--- src/rtl/bin2bcd_seq.sv ---
// Sequential double-dabble binary-to-BCD converter, one input bit per clock,
// valid/ready handshakes on input and output. Result is the input mod 10^NDIG.
module bin2bcd_seq #(
   parameter int unsigned IN_W = 5,
   parameter int unsigned NDIG = 2
) (
   input  logic                  clk,
   input  logic                  rst,
   input  logic                  in_valid,
   output logic                  in_ready,
   input  logic [IN_W-1:0]       in_bin,
   output logic                  out_valid,
   input  logic                  out_ready,
   output logic [4*NDIG-1:0]     out_bcd,
   output logic                  out_ovf,
   output logic                  busy
);

   localparam int unsigned BW    = 4 * NDIG;
   localparam int unsigned CW    = $clog2(IN_W + 1);
   localparam int unsigned LIMIT = 10 ** NDIG;

   typedef enum logic [1:0] {StIdle, StShift, StDone} state_e;

   state_e          state_q;
   logic [IN_W-1:0] sh_q, sh_nxt;
   logic [BW-1:0]   bcd_q, bcd_adj, bcd_nxt;
   logic [CW-1:0]   cnt_q;
   logic            ovf_pend_q;
   logic            in_ready_q, out_valid_q, busy_q, out_ovf_q;
   logic [BW-1:0]   out_bcd_q;

   // One double-dabble iteration; the top digit's MSB falls off, giving mod 10^NDIG.
   always_comb begin
      bcd_adj = bcd_q;
      for (int d = 0; d < NDIG; d++) begin
         if (bcd_q[4*d +: 4] >= 4'd5) begin
            bcd_adj[4*d +: 4] = bcd_q[4*d +: 4] + 4'd3;
         end
      end
      bcd_nxt = {bcd_adj[BW-2:0], sh_q[IN_W-1]};
      sh_nxt  = sh_q << 1;
   end

   always_ff @(posedge clk) begin
      if (rst) begin
         state_q     <= StIdle;
         sh_q        <= '0;
         bcd_q       <= '0;
         cnt_q       <= '0;
         ovf_pend_q  <= 1'b0;
         in_ready_q  <= 1'b1;
         out_valid_q <= 1'b0;
         busy_q      <= 1'b0;
         out_bcd_q   <= '0;
         out_ovf_q   <= 1'b0;
      end else begin
         unique case (state_q)
            StIdle: begin
               if (in_valid && in_ready_q) begin
                  sh_q       <= in_bin;
                  bcd_q      <= '0;
                  cnt_q      <= CW'(IN_W);
                  ovf_pend_q <= (32'(in_bin) >= LIMIT);
                  in_ready_q <= 1'b0;
                  busy_q     <= 1'b1;
                  state_q    <= StShift;
               end
            end
            StShift: begin
               bcd_q <= bcd_nxt;
               sh_q  <= sh_nxt;
               cnt_q <= cnt_q - CW'(1);
               // Visible outputs change only here, so no partial result is ever shown.
               if (cnt_q == CW'(1)) begin
                  out_bcd_q   <= bcd_nxt;
                  out_ovf_q   <= ovf_pend_q;
                  out_valid_q <= 1'b1;
                  busy_q      <= 1'b0;
                  state_q     <= StDone;
               end
            end
            StDone: begin
               if (out_ready) begin
                  out_valid_q <= 1'b0;
                  in_ready_q  <= 1'b1;
                  state_q     <= StIdle;
               end
            end
            default: begin
               state_q <= StIdle;
            end
         endcase
      end
   end

   assign in_ready  = in_ready_q;
   assign out_valid = out_valid_q;
   assign busy      = busy_q;
   assign out_bcd   = out_bcd_q;
   assign out_ovf   = out_ovf_q;

endmodule

--- config.mk ---
export PLATFORM = sky130hd
export DESIGN_NAME = bin2bcd_seq
export DESIGN_NICKNAME = d
export VERILOG_FILES = /design/src/rtl/bin2bcd_seq.sv
export SDC_FILE = /design/constraint.sdc
export NUM_CORES = 1
export LEC_CHECK = 0
export BUFFER_PORTS_ARGS = -buffer_cell sky130_fd_sc_hd__clkbuf_2
export CORE_MARGIN = 5
export CORE_UTILIZATION = 37
export DETAILED_ROUTE_END_ITERATION = 8
export GPL_ROUTABILITY_DRIVEN = 0
export MAX_ROUTING_LAYER = met4
export PLACE_DENSITY = 0.57
export SLEW_MARGIN = 20
export SYNTH_ARGS = -nofsm -noshare
export SYNTH_HDL_FRONTEND = slang
export SYNTH_SLANG_ARGS = --single-unit
--- constraint.sdc ---
create_clock -name clk -period 2.1 [get_ports clk]
set_input_delay 0.21 -clock clk [delete_from_list [all_inputs] [get_ports clk]]
set_output_delay 0.21 -clock clk [all_outputs]
set_load 0.01 [all_outputs]
# --- Word-level counts from Yosys, hierarchy flattened ---
# Cells that the tools add are included.
# Widths: inputs -> output; s select.
op_classes:
  addsub: 3
  order_cmp: 2
  n_eq_ne: 6
  mux: 21
  reduce_logical: 11
op_table:
  columns: ["cell", "count"]
  rows:
  - ["$pmux 8 s2", 1]
  - ["$reduce_and 3->1", 4]
  - ["$pmux 5 s2", 1]
  - ["$ge 4x3->1 const B", 2]
  - ["$mux 8", 1]
  - ["$mux 1", 6]
  - ["$mux 2", 3]
  - ["$mux 3", 2]
  - ["$ne 2x2->1 const B", 3]
  - ["$pmux 1 s2", 3]
  - ["$pmux 2 s3", 1]
  - ["$pmux 3 s2", 1]
  - ["$reduce_bool 2->1", 3]
  - ["$mux 5", 1]
  - ["$add 4x2->4 const B", 1]
  - ["$mux 4", 1]
  - ["$reduce_and 2->1", 2]
  - ["$add 3x2->3 const B", 1]
  - ["$eq 3x1->1 const B", 1]
  - ["$sub 3x1->3 const B", 1]
  - ["$eq 2x1->1 const B", 1]
  - ["$eq 2x2->1 const B", 1]
  - ["$logic_not 2->1", 1]
  - ["$logic_and 1x1->1", 1]
word_totals:
  reg_bits: 29
  input_bits: 9
  output_inout_bits: 12

# --- Logic depth before layout (Yosys ltp) ---
depth:
  word_depth: 3
  mapped_depth: 7
  ltp_nobuf: 6

# --- Least setup slack after synthesis ---
# No wires, ideal clock.
synth_timing:
  path_kind: "flip-flop to flip-flop"
  start: "register bcd_q[0]"
  end: "register out_bcd_q[2], in the netlist out_bcd[2]"
  setup_time_ns: 0.075
  t_arrival_ns: 1.369
  required_ns: 2.025
  slack_ns: 0.656
  path_stages_with_launch: 7
  path_buffers: 0
  period_less_slack_ns: 1.444
  cell_sequence: "dfxtp_1 -> inv_1 -> ha_1 -> nand2b_1 -> a21oi_1 -> mux2_2 -> o22ai_1"
synth_between:
  elab_chain_cells: 2
synth_lines:
  columns: ["item", "line_no", "rtl"]
  rows:
  - ["from (decl)", "27", "logic [BW-1:0] bcd_q, bcd_adj, bcd_nxt;"]
  - ["from (signal assigned)", "71", "bcd_q <= bcd_nxt;"]
  - ["$add 4x2->4 or $ge 4x3->1 (tied branches)", "38, 37", null]
  - ["$mux 4 (*)", "37", "if (bcd_q[4*d +: 4] >= 4'd5) begin"]
  - ["to (signal assigned)", "76", "out_bcd_q <= bcd_nxt;"]
  - ["to (decl)", "31", "logic [BW-1:0] out_bcd_q;"]
# Every way passes the cells marked *; elsewhere a longest branch is shown, timed or not.
# A chain may end at the register's enable or synchronous reset.

# --- Worst setup path in the final report ---
# Ends and elaborated chain as after synthesis.

==> flow_metrics.tcl <==
set metrics [dict create \
    outcome "finished, final reports clean" \
    layout.core_utilization 0.435 \
    critPathRequiredTime_ns 2.30 \
    gr-usage-met3 0.0519 \
    critPathMaxFanout 5 \
    vias 1131 \
    die_w_um 71.5 \
    p_clk_frac 0.371 \
    area_growth_pct 13.8 \
    insertion_delay_ns 0.28 \
    finalHoldViolations 0 \
    yosysWarnings 0 \
    finalCriticalPeriod_ns 1.61 \
    grt_pass1_vias 1049 \
    start_kind "flop" \
    layout-drive-gt1-share 0.219 \
    io_pins 21 \
    cts_sinks 29 \
    num_rows 22 \
    use_met2 0.185 \
    cts_resized 0 \
    yosysTopAreaCell "dfxtp_1" \
    relSlewSlack 0.596 \
    busiest_layer "met2" \
    p_switching_w 0.000312 \
    vdd_drop_max_mv 0.296 \
    tns_ns 0 \
    postCtsHoldBufs 0 \
    stdcell_area_mm2 0.00159 \
    grt_max_degree 32 \
    synth_top_area_frac 0.414 \
    cp.arrival_ns 1.81 \
    p_int_w 0.000909 \
    dpl_cell_area_mm2 0.00151 \
    numCtsBuffers 5 \
    met1_usage 0.137 \
    n_antenna_cell 0 \
    skew_ns 0.00531 \
    routedWlPerCell_um 12.3 \
    swShare 0.256 \
    fin_nets 193 \
    drc 0 \
    cts_tree "yes" \
    final-setup-viol-count 0 \
    grt_use_total 0.123 \
    synth_edf_count 0 \
    hold_class "in -> reg" \
    routed_wl_mm 2.78 \
    path_clk_slew_ns 0.06 \
    antenna_found_initial 0 \
    grt_pass1_wl_mm 4.75 \
    synth_cell_types 32 \
    fin_crit_sh 0.764 \
    async_flop_share 0 \
    synth_area_leaders "dfxtp_1 (41%), a21oi_1 (5.7%), ha_1 (5.4%), nand2_1 (3.8%), nand2b_1 (3.6%)" \
    die_area_mm2 0.00512 \
    p_comb_frac 0.142 \
    initial_utilization 0.383 \
    crit_type "reg -> reg" \
    maxCapViolCount 0 \
    hold_ws_ns 0.169 \
    end_kind "flop" \
    fmax_mhz 623 \
    ant_nets 0 \
    cts-htree-levels 2 \
    drtIter0Drc 75 \
    final-max-slew-violation-count 0 \
    p_seq_frac 0.486 \
    worst_pin_slew_ns 0.607 \
    port_buffers 19 \
    syn_area_per_cell_um2 8.81 \
    grt_overflow 0 \
    netlist_instances 159 \
    cts_setup_buffers 0 \
    ys_ff_latch 29 \
    synth_nets 174 \
    rsz0062_at_grt "false" \
    dp_hpwl_mm 1.97 \
    yosysSeqAreaShare 0.414 \
    clockRootBuffer "clkbuf_8" \
    p_leak_nw 0.611 \
    dr.pass1.iters 4 \
    synth_area_mm2 0.00140 \
    p_per_area_mw_per_mm2 767 \
    die_h_um 71.5 \
    drt-vias-per-instance 5.00 \
    coreArea_mm2 0.00366 \
    cts_buffer_depth 2 \
    fill_cells 367 \
    synth_flop_cell "dfxtp_1" \
]
[worst max-delay path, cell delays in order (launching register included)]
cell and delay (ns):
dfxtp_1 0.33, inv_1 0.10, ha_1 0.24, nand2b_1 0.09, a21oi_1 0.25, mux2_2 0.38
o22ai_1 0.14
[kinds of logic (layout without fill, tap and decap cells)]
group,count (synthesis),count (layout),synth area share
simple gates,56,56,0.215
compound gates,44,44,0.205
flops,29,29,0.414
buf+inv,18,37,0.0723
fa+ha+maj,6,6,0.0536
mux,3,3,0.0241
xor+xnor,2,2,0.0125
other cells,1,1,0.00268
[flip-flops by register name, indices dropped and copies added, names as in the netlist]
name       count
in_ready       1
sh_q           5
cnt_q          3
out_valid      1
bcd_q          8
busy           1
out_bcd        8
state_q        2
[power by group through the flow]
| stage | logic [W] | clock network (W) | registers (W) |
|---|---|---|---|
| after floorplan | 0.000138 | 0 | 0.000607 |
| after global placement | 0.000171 | 0 | 0.000605 |
| after detailed placement | 0.000175 | 0 | 0.000607 |
| after CTS | 0.000176 | 0.000466 | 0.000595 |
| after global routing | 0.000197 | 0.000494 | 0.000597 |
| final | 0.000174 | 0.000454 | 0.000594 |
[layout make-up]
class,instances,area (um2),share of cell area
timing repair buffer,22,118,0.0738
multi-input combinational,112,719,0.451
clock buffer,7,86.3,0.0542
sequential,29,581,0.364
tap,48,60.1,0.0377
inverter,8,30.0,0.0188
[layer usage]
metal,part of all wire,wire length [um]
met1,0.46,1290
met3,0.072,199
met2,0.44,1230
met5,0,0
met4,0.025,70
[metrics by stage]
step	setup slack, ns	instances	power [W]
after CTS	0.507	226	0.00124
after detailed placement	0.524	219	0.000782
final	0.495	226	0.00122
after floorplan	0.656	159	0.000746
after global routing	0.341	226	0.00129
after global placement	0.611	219	0.000776
[final timing paths]
check	from	endpoint	slack, ns	depth (start not counted)
setup / recovery	bcd_q[0]	out_bcd[2]	0.49	6
hold reg to reg	out_bcd[0]	out_bcd[0]	0.46	2
setup reg to reg	bcd_q[0]	out_bcd[2]	0.49	6
hold / removal	in_bin[0]	sh_q[0]	0.17	3
[cell usage in the layout, fill, tap and decap left out, drive strengths merged, types with 3 or more instances in the layout]
cell type,count
a21oi,18
a211oi,4
inv,8
nand2,14
mux2,3
clkbuf,26
buf,3
o22ai,4
o21ai,8
nand3b,6
nor3b,3
nor2,10
nand2b,9
nor3,3
ha,6
dfxtp,29
a21o,4
nand3,7
[synth_stat cells, types with 3 or more instances]
cell and n:
a21o_1 4, a21oi_1 16, buf_2 3, buf_6 3, dfxtp_1 29, ha_1 6, inv_1 8, mux2_2 3
nand2_1 14, nand2b_1 8, nand3_1 7, nand3b_1 6, nor2_1 10, nor3_1 3, nor3b_1 3, o21ai_0 8
o22ai_1 4
Power figures use the tool's default switching activity.
